`src/rtl/countdown_timer_if.sv`:
```
// Load handshake, run control and status of the countdown timer.
// The master drives loads and control; the slave is the timer itself.
interface countdown_timer_if #(
    parameter int unsigned BW = 8
);
    logic          load_valid_i;
    logic [BW-1:0] load_value_i;
    logic          load_ready_o;
    logic          start_i;
    logic          stop_i;
    logic          autoreload_i;
    logic [BW-1:0] count_o;
    logic          busy_o;
    logic          done_o;

    modport master (
        output load_valid_i,
        output load_value_i,
        input  load_ready_o,
        output start_i,
        output stop_i,
        output autoreload_i,
        input  count_o,
        input  busy_o,
        input  done_o
    );

    modport slave (
        input  load_valid_i,
        input  load_value_i,
        output load_ready_o,
        input  start_i,
        input  stop_i,
        input  autoreload_i,
        output count_o,
        output busy_o,
        output done_o
    );
endinterface

```
`src/rtl/countdown_timer.sv`:
```
// Loadable down-counter with pause/resume, one-cycle expiry pulse and periodic reload.
// Holds a start value in a reload register so autoreload restarts the same period.
module countdown_timer #(
    parameter int unsigned BW = 8
) (
    input logic              clk_i,
    input logic              nrst_i,
    input logic              nrstSync_i,
    countdown_timer_if.slave tmr
);
    typedef enum logic [1:0] {StIdle, StArmed, StRun, StPaused} state_e;

    state_e        state_q, state_d;
    logic [BW-1:0] count_q, count_d;
    logic [BW-1:0] reload_q, reload_d;
    logic          done_q, done_d;
    logic          busy_q, busy_d;
    logic          load_ready;

    assign load_ready = (state_q != StRun);

    always_comb begin
        state_d  = state_q;
        count_d  = count_q;
        reload_d = reload_q;
        done_d   = 1'b0;

        if (!nrstSync_i) begin
            state_d  = StIdle;
            count_d  = '0;
            reload_d = '0;
        end else begin
            unique case (state_q)
                StIdle, StArmed, StPaused: begin
                    // A load wins over start on the same edge.
                    if (tmr.load_valid_i) begin
                        count_d  = tmr.load_value_i;
                        reload_d = tmr.load_value_i;
                        state_d  = (tmr.load_value_i != '0) ? StArmed : StIdle;
                    end else if (tmr.start_i && state_q != StIdle) begin
                        state_d = StRun;
                    end
                end
                StRun: begin
                    if (tmr.stop_i) begin
                        state_d = StPaused;
                    end else if (count_q > BW'(1)) begin
                        count_d = count_q - BW'(1);
                    end else if (count_q == BW'(1)) begin
                        done_d = 1'b1;
                        if (tmr.autoreload_i) begin
                            count_d = reload_q;
                        end else begin
                            count_d = '0;
                            state_d = StIdle;
                        end
                    end else begin
                        // Unreachable in normal operation; recover quietly.
                        state_d = StIdle;
                    end
                end
                default: state_d = StIdle;
            endcase
        end

        busy_d = (state_d == StRun);
    end

    always_ff @(posedge clk_i or negedge nrst_i) begin
        if (!nrst_i) begin
            state_q  <= StIdle;
            count_q  <= '0;
            reload_q <= '0;
            done_q   <= 1'b0;
            busy_q   <= 1'b0;
        end else begin
            state_q  <= state_d;
            count_q  <= count_d;
            reload_q <= reload_d;
            done_q   <= done_d;
            busy_q   <= busy_d;
        end
    end

    assign tmr.load_ready_o = load_ready;
    assign tmr.count_o      = count_q;
    assign tmr.busy_o       = busy_q;
    assign tmr.done_o       = done_q;
endmodule

```
`src/flat_wrapper.sv`:
```
// flat-port wrapper written by rule: the top's interface ports become plain ports
module countdown_timer_flat 
#(
    parameter int unsigned BW = 8
)
  (clk_i, nrst_i, nrstSync_i, tmr_load_valid_i, tmr_load_value_i, tmr_load_ready_o, tmr_start_i, tmr_stop_i, tmr_autoreload_i, tmr_count_o, tmr_busy_o, tmr_done_o);
  countdown_timer_if #(.BW(BW)) tmr_i ();
  input logic clk_i;
  input logic nrst_i;
  input logic nrstSync_i;
  input wire logic [$bits(tmr_i.load_valid_i)-1:0] tmr_load_valid_i;
  input wire logic [$bits(tmr_i.load_value_i)-1:0] tmr_load_value_i;
  output wire logic [$bits(tmr_i.load_ready_o)-1:0] tmr_load_ready_o;
  input wire logic [$bits(tmr_i.start_i)-1:0] tmr_start_i;
  input wire logic [$bits(tmr_i.stop_i)-1:0] tmr_stop_i;
  input wire logic [$bits(tmr_i.autoreload_i)-1:0] tmr_autoreload_i;
  output wire logic [$bits(tmr_i.count_o)-1:0] tmr_count_o;
  output wire logic [$bits(tmr_i.busy_o)-1:0] tmr_busy_o;
  output wire logic [$bits(tmr_i.done_o)-1:0] tmr_done_o;
  assign tmr_i.load_valid_i = tmr_load_valid_i;
  assign tmr_i.load_value_i = tmr_load_value_i;
  assign tmr_load_ready_o = tmr_i.load_ready_o;
  assign tmr_i.start_i = tmr_start_i;
  assign tmr_i.stop_i = tmr_stop_i;
  assign tmr_i.autoreload_i = tmr_autoreload_i;
  assign tmr_count_o = tmr_i.count_o;
  assign tmr_busy_o = tmr_i.busy_o;
  assign tmr_done_o = tmr_i.done_o;
  countdown_timer #(.BW(BW)) u_core (.clk_i(clk_i), .nrst_i(nrst_i), .nrstSync_i(nrstSync_i), .tmr(tmr_i));
endmodule
```
`config.mk`:
```
export PLATFORM = sky130hd
export DESIGN_NAME = countdown_timer_flat
export DESIGN_NICKNAME = d
export VERILOG_FILES = /design/src/rtl/countdown_timer_if.sv /design/src/rtl/countdown_timer.sv /design/src/flat_wrapper.sv
export SDC_FILE = /design/constraint.sdc
export NUM_CORES = 1
export LEC_CHECK = 0
export BUFFER_PORTS_ARGS = -buffer_cell sky130_fd_sc_hd__buf_2
export CAP_MARGIN = 40
export CELL_PAD_IN_SITES_DETAIL_PLACEMENT = 0
export CELL_PAD_IN_SITES_GLOBAL_PLACEMENT = 1
export CORE_AREA = 2 2 75 56
export CTS_CLUSTER_SIZE = 10
export DETAILED_ROUTE_END_ITERATION = 8
export DIE_AREA = 0 0 77 58
export PLACE_DENSITY = 0.68
export SYNTH_ARGS = -nofsm -noshare
export SYNTH_HDL_FRONTEND = slang
export SYNTH_SLANG_ARGS = --single-unit
```
`constraint.sdc`:
```
create_clock -name clk_i -period 1.9 [get_ports clk_i]
set_input_delay 0.095 -clock clk_i [delete_from_list [all_inputs] [get_ports clk_i]]
set_output_delay 0.095 -clock clk_i [all_outputs]
set_load 0.05 [all_outputs]
```
Yosys cells after proc, flatten, opt, wreduce, memory -nomap -nowiden --
Cells that the tools add are included.
Storage, ports and cells: logic and storage cells 48, flip-flop bits (word level) 20, input port bits 15
Cells by class: reduce and logical (&&, ||, !) cells 7, muxes and demuxes 23, equality and inequality tests 11, magnitude comparators 1, add/sub/neg operators 1
Operator list (count):
- $mux 8 | 8
- $pmux 8 s2 | 1
- $mux 2 | 7
- $eq 8x1->1 const B | 1
- $gt 8x1->1 const B | 1
- $reduce_bool 8->1 | 1
- $sub 8x1->8 const B | 1
- $eq 2x2->1 const B | 3
- $mux 1 | 6
- $ne 3x3->1 const B | 2
- $ne 2x1->1 const B | 2
- $ne 4x2->1 const B | 1
- $pmux 2 s2 | 1
- $reduce_and 3->1 | 1
- $reduce_or 3->1 | 1
- $eq 2x1->1 const B | 1
- $logic_not 2->1 | 1
- $ne 2x2->1 const B | 1
- $reduce_and 2->1 | 1
- $reduce_bool 2->1 | 1
- $logic_and 1x1->1 | 1

Logic depth before layout (Yosys ltp) --
Gate-level depths: netlist of run 1.
depth after elaboration 7, depth in mapped cells 7, gate-level depth less buffers 6

Least setup slack after synthesis of run 1 --
Ideal clock, no wire load.
path kind flip-flop to flip-flop, start point register u_core.count_q[3] (netlist: u_core.tmr.count_o[3]), end point register u_core.count_q[2] (netlist: u_core.tmr.count_o[2]), data required time 1.764 ns, path slack -0.200 ns, arrival time 1.963 ns, cell stages (with the launch flop) 7, path through dfrtp_1 > or3_1 > buf_6 > a2111oi_4 > or2_1 > buf_6 > o31ai_1
Between the ends: longest elaborated chain between the ends 5, elaborated cells between the ends (all ways) 8, those cells by class order compare (1); eq/ne (2); mux (4); reduce/logical (1)
RTL lines:
- start: declaration | line countdown_timer.sv:14 | logic [BW-1:0] count_q, count_d;
- start signal: assignment | line countdown_timer.sv:78 | count_q <= count_d;
- $gt 8x1->1 | line countdown_timer.sv:47 | end else if (count_q > BW'(1)) begin
- $mux 8 | line countdown_timer.sv:47
- $mux 8 | line countdown_timer.sv:45 | if (tmr.stop_i) begin
- $pmux 8 s2 | line countdown_timer.sv:33 | unique case (state_q)
- $mux 8 | line countdown_timer.sv:28 | if (!nrstSync_i) begin
Several ways; a longest one is shown, not always the timed one. The select of a mux whose other input is x is not followed. A chain may end at the register's enable or synchronous reset.

Final worst setup path of run 1 --
start point register u_core.count_q[3] (netlist: u_core.tmr.count_o[3]), end point register u_core.count_q[6] (netlist: u_core.tmr.count_o[6])
Between the ends: longest elaborated chain between the ends 5, elaborated cells between the ends (all ways) 9, those cells by class add/sub (1); order compare (1); eq/ne (2); mux (4); reduce/logical (1)
RTL lines (line):
- $sub 8x1->8 / $gt 8x1->1 (equally long branches) | countdown_timer.sv:48, countdown_timer.sv:47
- $mux 8 | countdown_timer.sv:47
- $mux 8 | countdown_timer.sv:45
- $pmux 8 s2 | countdown_timer.sv:33
- $mux 8 | countdown_timer.sv:28
Several ways; a longest one is shown, not always the timed one. The select of a mux whose other input is x is not followed.

==> flow_metrics.env, run 1 <==
export IMPL_port_buffers=25
export IMPL_rsz0062_at_grt="true"
export IMPL_place_gp_congestion=0.829
export IMPL_clk_pin_slew_worst_paths_ns=0.08
export IMPL_syn_area_um2=1290
export IMPL_avgSynthCellArea_um2=8.73
export IMPL_p_per_area_nw_per_um2=764
export IMPL_pre_cts_slack_ns=0.00734
export IMPL_synth_cell_types=42
export IMPL_cts_tree="done"
export IMPL_cts_made_buffers=3
export IMPL_arrival_ns=2.03
export IMPL_ioPinCount=26
export IMPL_routed_via_count=1308
export IMPL_drtIter0Drc=78
export IMPL_path_class="reg2reg"
export IMPL_ys_seq_area_share_pct=38.7
export IMPL_period_share_pct=98.3
export IMPL_design_area_um2=1660
export IMPL_relSlewSlack_pct=69.4
export IMPL_worstPathCellList="or3_1, o41ai_1, nor3_1, o31ai_1"
export IMPL_dp_cells=233
export IMPL_ant_nets=0
export IMPL_synth_cells=148
export IMPL_ctsHtreeMaxLevel=1
export IMPL_tightest_slew_ns=0.458
export IMPL_drive_gt1_share_pct=36.6
export IMPL_required_ns=2.06
export IMPL_skew_ns=0.00418
export IMPL_maxCapViolCount=0
export IMPL_die_height_um=58
export IMPL_crit_slowest_cell="or3_1"
export IMPL_fin_cells=238
export IMPL_die_area_um2=4470
export IMPL_endpoint_kind="flip-flop"
export IMPL_leakage_uw=0.000695
export IMPL_clk_latency_ns=0.26
export IMPL_syn_to_final_growth_pct=28.7
export IMPL_antenna_found_initial=0
export IMPL_hold_path_class="in2reg"
export IMPL_clock_sinks=20
export IMPL_max_stage_delay_ns=0.54
export IMPL_grt_pass1_wl_mm=6.67
export IMPL_globalRouteOverflowTotal=0
export IMPL_cts_setup_buffers=0
export IMPL_synthesis_nets=165
export IMPL_fmax_mhz=535
export IMPL_finalSetupViolCount=0
export IMPL_synth_seq_cells=20
export IMPL_tns_ns=0
export IMPL_crit_path_max_fanout=6
export IMPL_hold_viol=0
export IMPL_crit_family="compound AO/OA/AOI/OAI gates"
export IMPL_synth_edf_count=0
export IMPL_placed_area_um2=1570
export IMPL_wl_mm=3.89
export IMPL_hpwlAfterDp_mm=3.03
export IMPL_critPathLaunchType="flip-flop"
export IMPL_min_period_ns=1.87
export IMPL_grtUsageTotal_pct=19.4
export IMPL_diodes=0
export IMPL_cts_root_buf="clkbuf_8"
export IMPL_post_drt_wl_per_cell_um=16.3
export IMPL_status="completed"
export IMPL_die_x_um=77
export IMPL_cts_max_path_buffers=2
export IMPL_routed_via_density=5.50
export IMPL_drc=0
export IMPL_grt_pass1_vias=1283
export IMPL_fin_ws_ns=0.0318
export IMPL_ys_warn_count=0
export IMPL_core_rowCount=19
export IMPL_crit_buf_inv=0
export IMPL_core_area_um2=3760
export IMPL_total_power_uw=1270
export IMPL_ys_flop_type="dfrtp_1"
export IMPL_slew_violations=0
export IMPL_initial_core_util_pct=34.4
export IMPL_final_nets=204
export IMPL_vdd_drop_max_v=0.000304
export IMPL_async_reset_ff_share_pct=100
export IMPL_grt_max_degree=21
export IMPL_firstDrtPassIters=5
[layout make-up]
cell class / instances / area (µm²)
flip-flops and latches: 20 / 510
inverters: 5 / 18.8
repair buffers: 43 / 267
multi-input cells: 114 / 757
fillers: 419 / 2090
well taps: 52 / 65.1
clock buffers: 4 / 45.0
[state kept, by name (all words and copies together) (netlist names)]
| register | flops |
|---|---|
| u_core.reload_q | 8 |
| u_core.tmr.done_o | 1 |
| u_core.tmr.busy_o | 1 |
| u_core.state_q | 2 |
| u_core.tmr.count_o | 8 |
[kinds of logic after synthesis]
family,Yosys count,share of synthesized area [%]
AOI/OAI and AO/OA,54,30.5
and+or+nand+nor,56,22.2
xor gates and xnor gates,2,1.36
DFF,20,38.7
buffers and inverters,14,5.32
adders and majority gates,2,1.94
[timing repair]
item                                   4_1_cts  5_1_grt
setup endpoints to repair                    1        8
endpoints found under the hold margin       20        0
pin swaps                                    0        1
hold buffers                                 1        0
cloned                                       0        0
resized for setup                            1        7
[power breakdown]
part	total (µW)	switching [µW]	internal, µW
clock network	292	142	149
registers	487	24.9	462
logic	493	318	175
total	1270	485	786
[Yosys cell counts, drive strengths merged (3+ instances only)]
cell    number  area share [%]
a311oi       3             2.0
a211oi       4             2.7
dfrtp       20              39
nor4         3             1.5
inv          5             1.5
o21ai       13             5.0
o41ai        4             3.3
clkbuf       5             1.5
nor3         5             2.3
buf          4             2.4
nand2       27             7.8
nor2         3            0.87
a21oi       13             5.0
o31ai        7             4.1
[through the flow]
step,utilization [%],hold WS [ns]
finish,44.3,0.0894
detailed placement,41.9,0.0851
global placement,41.9,0.0691
CTS,43.4,0.0840
floorplan,-,-0.201
global route,44.3,0.0977
[final timing paths]
| path | slack [ns] | end | cells after the start | startpoint |
|---|---|---|---|---|
| hold / removal | 0.09 | u_core.reload_q[2] | 3 | tmr_load_value_i[2] |
| hold reg to reg | 0.53 | u_core.reload_q[3] | 2 | u_core.reload_q[3] |
| max in group asynchronous | 1.25 | u_core.tmr.count_o[5] | 2 | nrst_i |
| setup / recovery | 0.03 | u_core.tmr.count_o[6] | 4 | u_core.tmr.count_o[3] |
| min in group asynchronous | 0.31 | u_core.tmr.count_o[6] | 2 | nrst_i |
| setup reg to reg | 0.03 | u_core.tmr.count_o[6] | 4 | u_core.tmr.count_o[3] |
[placed cells by master (no fill, tap or decap), types with 2 or more instances in the layout]
cell / synthesis / routed
a31oi_1: 2 / 2
and2_1: 2 / 2
dfrtp_1: 20 / 12
o41ai_2: 1 / 2
nor2_1: 3 / 2
ha_2: 0 / 2
o31ai_1: 7 / 7
a41oi_1: 2 / 2
inv_2: 1 / 2
dfrtp_2: 0 / 8
nor4_1: 3 / 3
clkbuf_8: 0 / 3
buf_4: 0 / 16
xor2_1: 2 / 2
or4_1: 2 / 2
a211oi_1: 3 / 3
inv_1: 4 / 3
nor2b_1: 2 / 2
o2111ai_1: 2 / 2
o41ai_1: 3 / 2
nand2_1: 27 / 27
nor3_1: 4 / 4
o21ai_0: 12 / 12
nand3b_1: 2 / 2
a311oi_1: 3 / 3
buf_2: 1 / 25
a21oi_1: 13 / 13
[worst min-delay path: cells and delay by family]
| kind | cells | cell delay, ns |
|---|---|---|
| AO/OA/AOI/OAI | 1 | 0.05 |
| AND/OR/NAND/NOR | 1 | 0.05 |
| buffers and inverters | 1 | 0.11 |
[per-layer routing]
layer	share of wire, %	GRT usage [%]
met1	49	28.6
met2	44	28.9
met3	6.9	5.14
met4	0.41	3.83
met5	0	0
(Power assumes the default switching activity.)
==> inputs of run 2 (changes only) <==
Settings changed: CORE_AREA 2 2 75 56 to 2 2 71 53, DIE_AREA 0 0 77 58 to 0 0 73 55, PLACE_DENSITY 0.68 to 0.72.
Clock period 1.9 ns to 1.85 ns, I/O delays scaled along.
==> flow_metrics.env, run 2 (synthesis results as in run 1) <==
export IMPL_status="completed"
export IMPL_wl_met2_mm=1.66
export IMPL_endpoint_kind="flip-flop"
export IMPL_core_area_um2=3360
export IMPL_die_height_um=55
export IMPL_fill_cells=339
export IMPL_critPathLaunchType="flip-flop"
export IMPL_clock_sinks=20
export IMPL_arrival_ns=1.99
export IMPL_ioPinCount=26
export IMPL_design_area_um2=1680
export IMPL_r2r_end="u_core.tmr.count_o[0]"
export IMPL_ant_nets=0
export IMPL_whs_path_depth=3
export IMPL_rsz0062_at_grt="true"
export IMPL_grt_pass1_wl_mm=6.18
export IMPL_leakage_uw=0.000711
export IMPL_hold_path_class="in2reg"
export IMPL_intPower_uw=823
export IMPL_wl_mm=3.91
export IMPL_initial_core_util_pct=38.5
export IMPL_seq_area_um2=510
export IMPL_multi_input_area_um2=774
export IMPL_required_ns=2.02
export IMPL_clk_latency_ns=0.27
export IMPL_antenna_found_initial=0
export IMPL_tightest_slew_ns=0.468
export IMPL_place_gp_congestion=0.882
export IMPL_drive_gt1_share_pct=38.1
export IMPL_post_drt_wl_per_cell_um=17.1
export IMPL_crit_path_start="u_core.tmr.count_o[5]"
export IMPL_skew_ns=0.00929
export IMPL_maxCapViolCount=0
export IMPL_hpwlAfterDp_mm=2.95
export IMPL_clk_pin_slew_worst_paths_ns=0.08
export IMPL_top_layer_used="met4"
export IMPL_cts_root_buf="clkbuf_8"
export IMPL_firstDrtPassIters=4
export IMPL_grt_max_degree=21
export IMPL_crit_path_max_fanout=6
export IMPL_routed_via_density=5.72
export IMPL_grt_pass1_vias=1194
export IMPL_relSlewSlack_pct=68.8
export IMPL_fin_cells=229
export IMPL_wl_met1_mm=1.93
export IMPL_dp_cells=223
export IMPL_min_to="u_core.reload_q[2]"
export IMPL_cts_max_path_buffers=2
export IMPL_comb_power_share_pct=39.5
export IMPL_drtIter0Drc=113
export IMPL_pwr_share_clk_pct=23.5
export IMPL_regToRegStartpoint="u_core.tmr.count_o[5]"
export IMPL_min_period_ns=1.82
export IMPL_fmax_mhz=550
export IMPL_die_area_um2=4020
export IMPL_placed_area_um2=1570
export IMPL_cts_tree="done"
export IMPL_wl_met3_um=295
export IMPL_final_cell_mix="nand2_1 (27), buf_2 (25), buf_4 (20)"
export IMPL_path_class="reg2reg"
export IMPL_p_per_area_nw_per_um2=795
export IMPL_routed_via_count=1309
export IMPL_drc=0
export IMPL_switchingPower_uw=516
export IMPL_vdd_drop_max_v=0.000432
export IMPL_cts_made_buffers=3
export IMPL_period_share_pct=98.3
export IMPL_diodes=0
export IMPL_hold_viol=0
export IMPL_min_from="tmr_load_value_i[2]"
export IMPL_final_nets=207
export IMPL_die_x_um=73
export IMPL_core_rowCount=18
export IMPL_layout_cells_most_common="nand2_1"
export IMPL_regToRegSetupSlack_ns=0.03
export IMPL_seq_power_share_pct=37.0
export IMPL_ctsHtreeMaxLevel=1
export IMPL_switching_share_pct=38.5
export IMPL_grtUsageTotal_pct=20.9
export IMPL_finalSetupViolCount=0
export IMPL_port_buffers=25
export IMPL_reg2regPathDepth=6
export IMPL_globalRouteOverflowTotal=0
export IMPL_slew_violations=0
export IMPL_syn_to_final_growth_pct=30.3
export IMPL_utilization_pct=50.2
[run 2: cell types whose count changed in the layout (fill, tap and decap cells not counted), sizes merged]
| cell | change |
|---|---|
| buf | +3 |
[run 2: repair_timing]
item / 4_1_cts / 5_1_grt
hold buffers: 1 / 0
hold endpoints to repair: 20 / 0
resized for setup: 3 / 6
setup buffers: 0 / 1
cloned: 0 / 0
endpoints found under the setup margin: 8 / 7
pin swaps: 0 / 3
[run 2: power by group through the flow]
stage / clock, µW / combinational (µW) / sequential, µW
after floorplan: 0 / 236 / 592
after global placement: 0 / 484 / 501
after detailed placement: 0 / 489 / 504
after CTS: 320 / 502 / 495
after global routing: 338 / 578 / 500
final: 315 / 529 / 496
[run 2: critical path, stage by stage, from the launching register on]
cell	delay [ns]
dfrtp_2	0.42
or3_4	0.43
a2111oi_4	0.37
buf_4	0.20
buf_4	0.12
o21ai_0	0.10
o31ai_1	0.09
[run 2: per-stage QoR]
step / hold WS [ns] / power [µW] / worst slack, ns / TNS, ns
finish: 0.0828 / 1340 / 0.0312 / 0
global placement: 0.0663 / 986 / 0.00855 / 0
floorplan: -0.203 / 828 / -0.0770 / -0.571
global route: 0.0944 / 1420 / -0.0188 / -0.0336
detailed placement: 0.0783 / 992 / -0.0591 / -0.337
CTS: 0.0814 / 1320 / 0.00188 / 0
[run 2: final cells by class]
class	instances	share of cell area, %
Timing Repair Buffer	46	16.9
Tap cell	40	2.97
Inverter	5	1.11
Multi-Input combinational cell	114	46.0
Sequential cell	20	30.3
Clock buffer	4	2.67
[run 2: worst max path at each step]
stage | end | slack, ns
2_1_floorplan | u_core.tmr.count_o[2] | -0.08
3_3_place_gp | u_core.tmr.count_o[0] | 0.009
3_5_place_dp | u_core.tmr.count_o[1] | -0.06
4_1_cts | u_core.tmr.count_o[7] | 0.002
5_1_grt | u_core.tmr.count_o[0] | -0.02
6_report | u_core.tmr.count_o[0] | 0.03
[run 2: metal layers]
layer  up-vias  global-route usage [%]
met3         4                    4.17
met4         0                    3.70
met2        45                    32.3
met1       616                    30.6
li1        644                       -
met5         -                       0
==> inputs of run 3 (changes only) <==
Settings changed: REMOVE_ABC_BUFFERS set to 1.
==> flow_metrics.env, run 3 (synthesis results as in run 1) <==
export IMPL_status="completed"
export IMPL_cts_root_buf="clkbuf_8"
export IMPL_grt_max_degree=21
export IMPL_core_area_um2=3360
export IMPL_fill_cells=327
export IMPL_max_stage_delay_ns=0.43
export IMPL_wl_mm=3.84
export IMPL_period_share_pct=95.5
export IMPL_finalSetupViolCount=0
export IMPL_routed_via_density=5.76
export IMPL_antenna_found_initial=0
export IMPL_path_class="reg2reg"
export IMPL_clk_latency_ns=0.26
export IMPL_endpoint_kind="flip-flop"
export IMPL_cts_tree="done"
export IMPL_slew_violations=0
export IMPL_required_ns=2.00
export IMPL_ant_nets=0
export IMPL_grtUsageTotal_pct=21.3
export IMPL_grt_pass1_vias=1297
export IMPL_grt_pass1_wl_mm=6.40
export IMPL_critPathLaunchType="flip-flop"
export IMPL_skew_ns=0.00184
export IMPL_cts_max_path_buffers=2
export IMPL_firstDrtPassIters=4
export IMPL_diodes=0
export IMPL_routed_via_count=1336
export IMPL_rsz0062_at_grt="false"
export IMPL_hpwlAfterDp_mm=3.01
export IMPL_globalRouteOverflowTotal=0
export IMPL_hold_viol=0
export IMPL_port_buffers=25
export IMPL_core_rowCount=18
export IMPL_syn_to_final_growth_pct=31.8
export IMPL_hold_path_class="in2reg"
export IMPL_clock_sinks=20
export IMPL_crit_path_max_fanout=4
export IMPL_tightest_slew_ns=0.463
export IMPL_layout_cells_most_common="nand2_1"
export IMPL_post_drt_wl_per_cell_um=16.6
export IMPL_die_area_um2=4020
export IMPL_drc=0
export IMPL_crit_buf_inv=1
export IMPL_die_height_um=55
export IMPL_place_gp_congestion=0.953
export IMPL_leakage_uw=0.000744
export IMPL_fmax_mhz=566
export IMPL_worstPathCellList="ha_4, buf_4, or2_2, a31oi_1, a311oi_1, o31ai_1"
export IMPL_pre_cts_slack_ns=0.0325
export IMPL_fin_cells=232
export IMPL_arrival_ns=1.92
export IMPL_dp_cells=227
export IMPL_final_cell_mix="nand2_1 (27), buf_2 (25), buf_4 (23)"
export IMPL_die_x_um=73
export IMPL_relSlewSlack_pct=69.1
export IMPL_ioPinCount=26
export IMPL_drtIter0Drc=63
export IMPL_ctsHtreeMaxLevel=1
export IMPL_clk_pin_slew_worst_paths_ns=0.08
export IMPL_drive_gt1_share_pct=34.9
export IMPL_p_per_area_nw_per_um2=809
export IMPL_crit_slowest_cell="dfrtp_1"
export IMPL_initial_core_util_pct=38.5
export IMPL_vdd_drop_max_v=0.000494
export IMPL_crit_family="compound AO/OA/AOI/OAI gates"
export IMPL_final_nets=210
export IMPL_maxCapViolCount=0
export IMPL_min_period_ns=1.77
export IMPL_cts_made_buffers=3
export IMPL_fin_ws_ns=0.0828
[run 3: final timing paths]
path / startpoint / to / slack [ns] / depth (start not counted)
min in group asynchronous: nrst_i / u_core.reload_q[6] / 0.31 / 2
hold / removal: tmr_load_value_i[2] / u_core.reload_q[2] / 0.08 / 3
setup / recovery: u_core.tmr.count_o[0] / u_core.tmr.count_o[1] / 0.08 / 6
setup reg to reg: u_core.tmr.count_o[0] / u_core.tmr.count_o[1] / 0.08 / 6
max in group asynchronous: nrst_i / u_core.tmr.busy_o / 1.23 / 2
hold reg to reg: u_core.reload_q[4] / u_core.reload_q[4] / 0.53 / 2
[run 3: layer usage]
metal / vias to the layer above / global-route usage, % / part of all wire, %
li1: 652 / - / -
met1: 631 / 29.5 / 49
met4: 0 / 7.10 / 1.0
met3: 4 / 4.89 / 6.2
met5: - / 0 / 0
met2: 49 / 33.2 / 44
[run 3: timing repair]
action,in CTS,in global routing
buffers inserted,0,0
setup endpoints to repair,0,9
hold buffers,1,0
hold endpoints to repair,20,0
gates resized for setup,0,10
[run 3: final cells by class]
class | instances | area, µm² | area share [%]
timing repair buffer | 49 | 308 | 18.1
inverter | 5 | 18.8 | 1.10
tap | 40 | 50.0 | 2.94
multi-input combinational | 114 | 772 | 45.3
clock buffer | 4 | 55.1 | 3.23
sequential | 20 | 500 | 29.4
[run 3: power breakdown]
group	internal (µW)	total [µW]	switching [µW]
clock	190	345	156
sequential	471	494	23.1
combinational	206	539	333
total	867	1380	512
[run 3: metrics by stage]
stage               TNS (ns)  power [µW]  hold slack (ns)  util, %  area, µm²
floorplan              -3.50         792           -0.203        -       1240
global placement           0        1000           0.0644     47.4       1590
detailed placement         0        1000           0.0766     47.4       1590
CTS                        0        1350           0.0796     49.3       1660
global route               0        1450           0.0854     50.8       1700
finish                     0        1380           0.0779     50.8       1700
[run 3: worst min-delay path, cell delays in order]
cell,delay [ns]
buf_2,0.11
nand2_1,0.05
a21oi_1,0.05
